<file path="config.mk">
export PLATFORM = sky130hd
export DESIGN_NAME = mod16_pow_seq
export DESIGN_NICKNAME = d
export VERILOG_FILES = /design/src/rtl/mod16_pow_seq.sv
export SDC_FILE = /design/constraint.sdc
export NUM_CORES = 1
export LEC_CHECK = 0
export CAP_MARGIN = 20
export CORE_MARGIN = 1
export CORE_UTILIZATION = 30
export CTS_CLUSTER_SIZE = 10
export DETAILED_ROUTE_END_ITERATION = 7
export GPL_TIMING_DRIVEN = 0
export PLACE_DENSITY_LB_ADDON = 0.2
export REMOVE_ABC_BUFFERS = 1
export SLEW_MARGIN = 25
export SYNTH_ARGS = -nofsm -noshare
export SYNTH_HDL_FRONTEND = slang
export SYNTH_SLANG_ARGS = --single-unit
</file>
<file path="constraint.sdc">
create_clock -name clk -period 8.5 [get_ports clk]
set_clock_uncertainty 0.2 [all_clocks]
set_input_delay 0.85 -clock clk [delete_from_list [all_inputs] [get_ports clk]]
set_output_delay 0.85 -clock clk [all_outputs]
set_load 0.1 [all_outputs]
</file>
<file path="src/rtl/mod16_pow_seq.sv">
// Computes base^exp mod 16 by MSB-first square-and-multiply over one shared
// 4x4 truncated multiplier, issuing one multiply per clock behind a start/done handshake.
module mod16_pow_seq #(
   parameter int unsigned EXP_W = 4
) (
   input  logic             clk,
   input  logic             rst_n,
   input  logic             start_i,
   input  logic [3:0]       base_i,
   input  logic [EXP_W-1:0] exp_i,
   output logic             ready_o,
   output logic             busy_o,
   output logic             done_o,
   output logic [3:0]       result_o
);

   localparam int unsigned     IdxW   = (EXP_W > 1) ? $clog2(EXP_W) : 1;
   localparam logic [IdxW-1:0] IdxTop = IdxW'(EXP_W - 1);

   typedef enum logic [1:0] {StIdle, StSquare, StMult, StDone} state_e;

   state_e           state_q, state_d;
   logic [3:0]       b_q, b_d;
   logic [EXP_W-1:0] e_q, e_d;
   logic [3:0]       acc_q, acc_d;
   logic [3:0]       result_q, result_d;
   logic [IdxW-1:0]  idx_q, idx_d;

   logic [3:0] mul_a, mul_b, prod;

   // Shared multiplier: square uses acc for both operands, multiply swaps in the base.
   always_comb begin
      mul_a = acc_q;
      mul_b = (state_q == StMult) ? b_q : acc_q;
   end

   assign prod = mul_a * mul_b;

   always_ff @(posedge clk or negedge rst_n) begin
      if (!rst_n) begin
         state_q  <= StIdle;
         b_q      <= 4'd0;
         e_q      <= '0;
         acc_q    <= 4'd1;
         result_q <= 4'd0;
         idx_q    <= '0;
      end else begin
         state_q  <= state_d;
         b_q      <= b_d;
         e_q      <= e_d;
         acc_q    <= acc_d;
         result_q <= result_d;
         idx_q    <= idx_d;
      end
   end

   always_comb begin
      state_d  = state_q;
      b_d      = b_q;
      e_d      = e_q;
      acc_d    = acc_q;
      result_d = result_q;
      idx_d    = idx_q;
      unique case (state_q)
         StIdle: begin
            if (start_i) begin
               b_d     = base_i;
               e_d     = exp_i;
               acc_d   = 4'd1;
               idx_d   = IdxTop;
               state_d = StSquare;
            end
         end
         StSquare: begin
            acc_d = prod;
            if (e_q[idx_q]) begin
               state_d = StMult;
            end else if (idx_q == '0) begin
               result_d = prod;
               state_d  = StDone;
            end else begin
               idx_d = idx_q - 1'b1;
            end
         end
         StMult: begin
            acc_d = prod;
            // Every exit from idx=0 lands in done, so idx never wraps.
            if (idx_q == '0) begin
               result_d = prod;
               state_d  = StDone;
            end else begin
               idx_d   = idx_q - 1'b1;
               state_d = StSquare;
            end
         end
         StDone: begin
            state_d = StIdle;
         end
         default: begin
            state_d = StIdle;
         end
      endcase
   end

   always_comb begin
      ready_o  = (state_q == StIdle);
      busy_o   = (state_q == StSquare) || (state_q == StMult);
      done_o   = (state_q == StDone);
      result_o = result_q;
   end

endmodule

</file>
==> results of run 1 <==
state kept, by name, indices dropped and copies added (netlist names):
name      cells
idx_q         2
state_q       2
acc_q         4
e_q           4
b_q           4
result_o      4
per-layer routing:
layer  up-vias  track usage
li1        387            -
met1       382        0.137
met2         7        0.215
met3         2       0.0161
met4         0       0.0597
met5         -            0
worst max-delay path by stage:
stage                           from     endpoint  depth (start not counted)
final                     state_q[1]       busy_o                          3
after global routing      state_q[1]       busy_o                          3
after CTS                 state_q[1]       busy_o                          3
after detailed placement  state_q[0]     acc_q[3]                         11
after global placement    state_q[0]  result_o[3]                         11
after floorplan           state_q[0]  result_o[3]                         11
worst min-delay path, cell delays in order (launching register included):
cell     delay [ns]
dfrtp_1        0.35
nand2_1        0.05
o21ai_0        0.06
kinds of logic (layout without fill, tap and decap cells):
logic type                 count (synthesis)  after routing  synth area share
xor gates and xnor gates                   5              5            0.0498
AOI/OAI and AO/OA                         18             18             0.114
and+or+nand+nor                           24             24             0.112
DFF                                       20             20             0.434
muxes                                     15             15             0.163
buffers and inverters                      6             26            0.0195
adders and majority gates                 10             10             0.108
through the flow:
| step | area (um^2) | cells | hold slack (ns) | setup slack (ns) | util |
|---|---|---|---|---|---|
| finish | 1450 | 166 | 0.292 | 4.96 | 0.394 |
| global route | 1450 | 166 | 0.332 | 4.84 | 0.394 |
| CTS | 1450 | 166 | 0.296 | 4.96 | 0.394 |
| detailed placement | 1380 | 162 | 0.278 | 5.14 | 0.374 |
| global placement | 1380 | 162 | 0.268 | 5.22 | 0.374 |
| floorplan | 1150 | 97 | 0.266 | 5.47 | - |
area by class of cell:
type	instances	area, um^2
Timing Repair Buffer	17	170
Tap cell	48	60.1
Inverter	5	18.8
Fill cell	378	2240
Multi-Input combinational cell	72	631
Sequential cell	20	502
Clock buffer	3	41.3
Clock inverter	1	30.0
Yosys cell counts (all sizes together):
| cell type | count | area share |
|---|---|---|
| nor2b | 5 | 0.027 |
| a21oi | 4 | 0.017 |
| o211ai | 1 | 0.018 |
| dfrtp | 19 | 0.41 |
| a31oi | 2 | 0.011 |
| mux4 | 1 | 0.020 |
| xnor2 | 1 | 0.0076 |
| xor2 | 3 | 0.023 |
| dfstp | 1 | 0.023 |
| mux2i | 3 | 0.026 |
| clkbuf | 1 | 0.0032 |
| xnor3 | 1 | 0.020 |
| mux2 | 11 | 0.12 |
| o21ai | 5 | 0.022 |
| and2b | 1 | 0.0076 |
| and3 | 1 | 0.0065 |
| o21a | 1 | 0.0065 |
| nand2 | 11 | 0.038 |
| a32o | 3 | 0.026 |
| nand3 | 1 | 0.0043 |
| a21boi | 1 | 0.0065 |
| o31ai | 1 | 0.0065 |
| nor2 | 2 | 0.0065 |
| inv | 5 | 0.016 |
| nand2b | 2 | 0.011 |
| nor3b | 1 | 0.011 |
| ha | 10 | 0.11 |
cells in the final DEF (no fill, tap or decap), types with 2 or more instances in the layout:
master / count
a32o_1: 3
nand2b_1: 2
clkbuf_8: 3
nand2_1: 10
o21ai_0: 5
mux2_4: 3
mux2i_1: 3
nor2b_1: 5
inv_1: 5
ha_1: 10
a21oi_1: 4
xor2_1: 3
a31oi_1: 2
nor2_1: 2
dfrtp_1: 19
clkdlybuf4s50_1: 17
mux2_2: 8
==> results.txt, run 1 <==
Status: complete, no violations
Clk Latency, worst-skew pair: 0.25 ns
CP top delay family: buffers and inverters
Iteration-0 DRC Markers: 10
Max H-tree Level: 1
Max-cap violations: 0
RSZ-0062 raised after global routing: no
Worst-margin pin slew: 0.970 ns
Max incr delay on CP: 1.20 ns
Clock sinks: 20
Root Buffer: clkbuf_8
Max Fclk: 283 MHz
Synth Cell Area: 1150 um^2
Worst Hold Path Cells: 2
Setup violations, final: 0
Syn_area_per_cell: 11.8 um^2
P&R area growth vs syn: 25.8%
DRT Wirelength: 2150 um
R2R Setup Slk: 5.20 ns
Hold Path Class: flop to flop
I/O Buffers: 17
First-pass DRT Iterations: 4
HPWL after DPL: 1660 um
CP Launch Type: flop
Slew headroom: 0.351
Met3 WL post-DR: 41 um
Worst Reg-to-Reg Cells: 11
Antenna violations before repair: 0
Worst path cell trace: inv_1 -> ha_1 -> clkdlybuf4s50_1
Cells after Synth: 98
WL met1: 972 um
Final ANT Viol Nets: 0
CP bufs+invs: 2
First-pass GRT wire length: 3660 um
CP max-delay cell: clkdlybuf4s50_1
Pin count of the biggest net entering global routing: 21
CTS tree: done
Critical Path AT: 2.49 ns
Vias: 778
Metal2 WL: 1120 um
Number of setup buffers added after CTS: 0
Yosys warns: 0
Min-Delay Startpoint: result_o[0]
CP required: 7.45 ns
Register area share after synthesis: 0.434
Routed WL per cell: 12.9 um
Critical R2R Capture: result_o[3]
Yosys reg bits: 20
Top sig layer: met4
Synth cell types: 29
Setup crit end kind: output port
Hold EP: result_o[0]
Slew Limit Fails: 0
Setup TNS: 0 ns
Clk buf depth: 2
Die X: 64.0 um
Number of CTS-inserted buffers: 3
Placer congestion estimate: 0.745
Cell row count: 22
Vias in the first global route: 847
Minimum clock period: 3.54 ns
Hold buffers post-CTS: 0
Die Span Y: 64.0 um
Drt drc: 0
# IOs: 18
Final net count: 140
Number of diodes: 0
Worst r2r src: state_q[0]
Critical-path maximum fanout: 9
Final Hold Violating Endpoints: 0
Die Area: 4100 um^2
Reg clk slew, reported paths: 0.07 ns
Total grt overflow: 0
Core area: 3690 um^2
Post-cts resize count: 0
Via-to-Cell Ratio: 4.69
Setup CP Type: flop to output port
Tcrit/Tclk final: 0.416
Layout cells sized above 1: 0.186
GRT Util Overall: 0.120
Initial Utilization: 0.313
Power of run 1 is left out: the tool's default activity adds up to more than one toggle a clock period on the data nets, which glitch-free logic cannot reach.
==> run 2, diff against run 1 <==
clock period = 3.2 ns   (was 8.5 ns; I/O delays follow)
==> results.txt, run 2 (synthesized netlist as in run 1, its figures left out) <==
Status: complete, no violations (unchanged)
Hold Path Class: flop to flop (unchanged)
HPWL after DPL: 1660 um (unchanged)
Drt drc: 0 (unchanged)
Cell row count: 22 (unchanged)
Slew headroom: 0.351 (about the same)
Layout cells sized above 1: 0.220 (was 0.186)
R2R Setup Slk: 0.21 ns (was 5.20 ns)
Critical R2R Capture: result_o[3] (unchanged)
Antenna violations before repair: 0 (unchanged)
Critical Path AT: 2.93 ns (was 2.49 ns)
Finished Core Util: 0.399 (was 0.394)
GRT Util Overall: 0.121 (was 0.120)
Slew Limit Fails: 0 (unchanged)
Vias in the first global route: 855 (was 847)
Clk buf depth: 2 (unchanged)
CP bufs+invs: 1 (was 2)
DRT Wirelength: 2140 um (was 2150 um)
Max H-tree Level: 1 (unchanged)
Fillers: 375 (was 378)
Setup violations, final: 0 (unchanged)
Area of the multi-input gates: 643 um^2 (was 631 um^2)
Most frequent cells in the layout: dfrtp_1, clkdlybuf4s50_1, nand2_1 (was dfrtp_1, clkdlybuf4s50_1, nand2_1, ha_1, mux2_2)
Max Fclk: 334 MHz
Worst path cell trace: inv_4 -> ha_4 -> mux2i_1 -> nor2b_1 -> ha_1 -> ha_1 -> ha_1 -> xor2_1 -> xnor2_1 -> xnor3_1 -> mux2_4 (was inv_1 -> ha_1 -> clkdlybuf4s50_1)
Cell mode on critical path: ha_1
Total grt overflow: 0 (unchanged)
Pin count of the biggest net entering global routing: 21 (unchanged)
Minimum clock period: 2.99 ns
Max incr delay on CP: 0.45 ns (was 1.20 ns)
# IOs: 18 (unchanged)
FF/Latch Area: 504 um^2 (was 502 um^2)
Die Area: 4100 um^2 (unchanged)
Worst Reg-to-Reg Cells: 11 (unchanged)
Worst r2r src: state_q[0] (unchanged)
Final net count: 140 (unchanged)
Hold buffers post-CTS: 0 (unchanged)
Setup CP Type: flop to flop (was flop to output port)
Final Hold Violating Endpoints: 0 (unchanged)
Worst Hold Path Cells: 2 (unchanged)
Core area: 3690 um^2 (unchanged)
Via-to-Cell Ratio: 4.65 (was 4.69)
RSZ-0062 raised after global routing: no (unchanged)
First-pass GRT wire length: 3700 um (was 3660 um)
Clk Latency, worst-skew pair: 0.25 ns (about the same)
Iteration-0 DRC Markers: 11 (was 10)
CP max-delay cell: dfrtp_2 (was clkdlybuf4s50_1)
Number of CTS-inserted buffers: 3 (unchanged)
Initial Utilization: 0.313 (unchanged)
Hold EP: result_o[0] (unchanged)
Placer congestion estimate: 0.745 (unchanged)
Critical-path maximum fanout: 5 (was 9)
I/O Buffers: 17 (unchanged)
Routed WL per cell: 12.9 um (about the same)
Worst-margin pin slew: 0.970 ns (about the same)
Die Span Y: 64.0 um (unchanged)
Min-Delay Startpoint: result_o[0] (unchanged)
Number of diodes: 0 (unchanged)
Clock sinks: 20 (unchanged)
CP Launch Type: flop (unchanged)
Final ANT Viol Nets: 0 (unchanged)
Setup crit end kind: flop (was output port)
CP top delay family: adder cells (was buffers and inverters)
Reg clk slew, reported paths: 0.07 ns (about the same)
CTS tree: done (unchanged)
Max-cap violations: 0 (unchanged)
Vias: 772 (was 778)
Die X: 64.0 um (unchanged)
Tcrit/Tclk final: 0.935
First-pass DRT Iterations: 4 (unchanged)
Root Buffer: clkbuf_8 (unchanged)
P&R area growth vs syn: 27.3% (was 25.8%)
CP required: 3.14 ns (was 7.45 ns)
run 2: metal layers:
layer / track usage / part of all wire
met4: 0.0653 / 0.0070
met5: 0 / 0
met3: 0.0179 / 0.027
met2: 0.214 / 0.52
met1: 0.138 / 0.45
run 2: area by class of cell:
type | instances | share of cell area
clock buffers | 3 | 0.0281
multi-input cells | 72 | 0.437
flip-flops and latches | 20 | 0.343
well taps | 48 | 0.0409
clock inverters | 1 | 0.0204
repair buffers | 17 | 0.116
inverters | 5 | 0.0145
run 2: worst max path at each step:
stage / start / endpoint / slack [ns] / cells past startpoint
after floorplan: state_q[0] / result_o[3] / 0.17 / 11
after global placement: state_q[0] / result_o[3] / -0.08 / 11
after detailed placement: state_q[0] / acc_q[3] / -0.16 / 11
after CTS: state_q[0] / acc_q[3] / 0.009 / 11
after global routing: state_q[0] / result_o[3] / 0.009 / 11
final: state_q[0] / result_o[3] / 0.21 / 11
run 2: through the flow:
stage	hold WS, ns	setup TNS (ns)	std cells	setup WS (ns)	cell area [um^2]
final	0.290	0	166	0.208	1470
after global placement	0.268	-0.144	162	-0.0770	1380
after global routing	0.332	0	166	0.00935	1470
after floorplan	-0.176	0	97	0.170	1150
after detailed placement	0.278	-0.314	162	-0.158	1380
after CTS	0.296	0	166	0.00929	1460
run 2: repair_timing:
item                       in CTS  in global routing
pin swaps                       1                  1
setup endpoints to repair       2                  2
setup buffers                   0                  0
gates resized for setup         1                  5
run 2: tightest hold or removal path: stages, from the launching register on:
cell and delay [ns]:
dfrtp_1 0.35, nand2_1 0.05, o21ai_0 0.06
Power of run 2 is left out for the same reason.
==> run 3, diff against run 2 <==
CORE_MARGIN = 2   (was 1)
==> results.txt, run 3 (synthesized netlist as in run 1, its figures left out) <==
Total grt overflow: 0 (unchanged)
Reg clk slew, reported paths: 0.08 ns (was 0.07 ns)
Setup crit end kind: flop (unchanged)
Die Span Y: 66.0 um (was 64.0 um)
Critical-path maximum fanout: 5 (unchanged)
Fin Hold WS: 0.291 ns (was 0.290 ns)
Layout cells sized above 1: 0.227 (was 0.220)
CP max-delay cell: dfrtp_1 (was dfrtp_2)
Clk Latency, worst-skew pair: 0.26 ns (was 0.25 ns)
RSZ-0062 raised after global routing: no (unchanged)
Number of diodes: 0 (unchanged)
Number of setup buffers added after CTS: 0 (unchanged)
Met3 Use GR: 0.0239 (was 0.0179)
Max Fclk: 331 MHz (was 334 MHz)
Max-cap violations: 0 (unchanged)
Antenna violations before repair: 0 (unchanged)
Final ANT Viol Nets: 0 (unchanged)
Vias in the first global route: 815 (was 855)
First-pass DRT Iterations: 3 (was 4)
Cell mode on critical path: ha_1 (unchanged)
Number of CTS-inserted buffers: 3 (unchanged)
CP top delay family: adder cells (unchanged)
FF/Latch Area: 502 um^2 (was 504 um^2)
Via-to-Cell Ratio: 4.64 (was 4.65)
Routed WL per cell: 12.7 um (was 12.9 um)
Core area: 3690 um^2 (unchanged)
Status: complete, no violations (unchanged)
Drt drc: 0 (unchanged)
Pin count of the biggest net entering global routing: 21 (unchanged)
Vias: 775 (was 772)
Slew Limit Fails: 0 (unchanged)
Commonest non-fill, non-tap cell in the layout: dfrtp_1
GRT Util Overall: 0.112 (was 0.121)
# IOs: 18 (unchanged)
Fillers: 388 (was 375)
Clock sinks: 20 (unchanged)
DRT Wirelength: 2120 um (was 2140 um)
Initial Utilization: 0.313 (unchanged)
Max incr delay on CP: 0.43 ns (was 0.45 ns)
I/O Buffers: 17 (unchanged)
First-pass GRT wire length: 3690 um (was 3700 um)
Most frequent cells in the layout: dfrtp_1, clkdlybuf4s50_1, nand2_1 (unchanged)
Hold Path Class: flop to flop (unchanged)
CP required: 3.15 ns (was 3.14 ns)
P&R area growth vs syn: 26.3% (was 27.3%)
Worst path cell trace: inv_2 -> ha_2 -> mux2i_1 -> nor2b_1 -> ha_1 -> ha_1 -> ha_1 -> xor2_2 -> xnor2_2 -> xnor3_1 -> mux2_4 (was inv_4 -> ha_4 -> mux2i_1 -> nor2b_1 -> ha_1 -> ha_1 -> ha_1 -> xor2_1 -> xnor2_1 -> xnor3_1 -> mux2_4)
CP bufs+invs: 1 (unchanged)
Clk buf depth: 2 (unchanged)
Layer with the highest usage: met2 (unchanged)
Die Area: 4360 um^2 (was 4100 um^2)
Max H-tree Level: 1 (unchanged)
CTS tree: done (unchanged)
Setup TNS: 0 ns (unchanged)
Tcrit/Tclk final: 0.944 (was 0.935)
Iteration-0 DRC Markers: 8 (was 11)
Cell row count: 22 (unchanged)
Final Hold Violating Endpoints: 0 (unchanged)
Root Buffer: clkbuf_8 (unchanged)
Die X: 66.0 um (was 64.0 um)
CP Launch Type: flop (unchanged)
HPWL after DPL: 1610 um (was 1660 um)
Worst-margin pin slew: 0.969 ns (was 0.970 ns)
Critical Path AT: 2.97 ns (was 2.93 ns)
Setup violations, final: 0 (unchanged)
Placer congestion estimate: 0.710 (was 0.745)
Final net count: 141 (was 140)
Slew headroom: 0.352 (was 0.351)
Area of the multi-input gates: 648 um^2 (was 643 um^2)
Met1 Usage GRT: 0.146 (was 0.138)
Setup CP Type: flop to flop (unchanged)
M2 GR Usage: 0.179 (was 0.214)
Minimum clock period: 3.02 ns (was 2.99 ns)
-- run 3: per-layer routing --
| metal | up-vias | part of all wire | wire, um |
|---|---|---|---|
| met3 | 2 | 0.025 | 52 |
| met1 | 382 | 0.46 | 977 |
| li1 | 385 | - | - |
| met5 | - | 0 | 0 |
| met2 | 6 | 0.51 | 1070 |
| met4 | 0 | 0.0071 | 15 |
-- run 3: worst paths after layout --
path / from / end / slack, ns / cells after the start
worst min-delay path: result_o[0] / result_o[0] / 0.29 / 2
max in group asynchronous: rst_n / acc_q[0] / 2.11 / 2
worst max-delay path: state_q[0] / result_o[3] / 0.18 / 11
worst max register to register: state_q[0] / result_o[3] / 0.18 / 11
worst min register to register: result_o[0] / result_o[0] / 0.29 / 2
min in group asynchronous: rst_n / state_q[0] / 0.34 / 2
-- run 3: final cells by class --
class | count | area share
inverters | 5 | 0.0129
flip-flops and latches | 20 | 0.344
repair buffers | 18 | 0.120
clock buffers | 4 | 0.0377
well taps | 48 | 0.0412
multi-input cells | 72 | 0.444
-- run 3: what timing repair did --
item,in CTS,in global routing
endpoints found under the setup margin,2,2
pin swaps,1,0
hold buffers,0,1
gates resized for setup,1,3
endpoints found under the hold margin,0,19
-- run 3: worst reg2reg max path, cell delays in order (launching register included) --
cell and delay [ns]:
dfrtp_1 0.43, inv_2 0.11, ha_2 0.23, mux2i_1 0.20
nor2b_1 0.06, ha_1 0.29, ha_1 0.29, ha_1 0.22
xor2_2 0.16, xnor2_2 0.16, xnor3_1 0.26, mux2_4 0.28
-- run 3: per-stage QoR --
step / instance area (um^2) / setup slack, ns / instances / utilization
finish: 1460 / 0.178 / 167 / 0.396
floorplan: 1150 / 0.170 / 97 / -
global placement: 1380 / -0.0768 / 162 / 0.374
global route: 1460 / 0.00458 / 167 / 0.396
CTS: 1440 / 0.0954 / 166 / 0.390
detailed placement: 1380 / -0.0679 / 162 / 0.374
Power of run 3 is left out for the same reason.
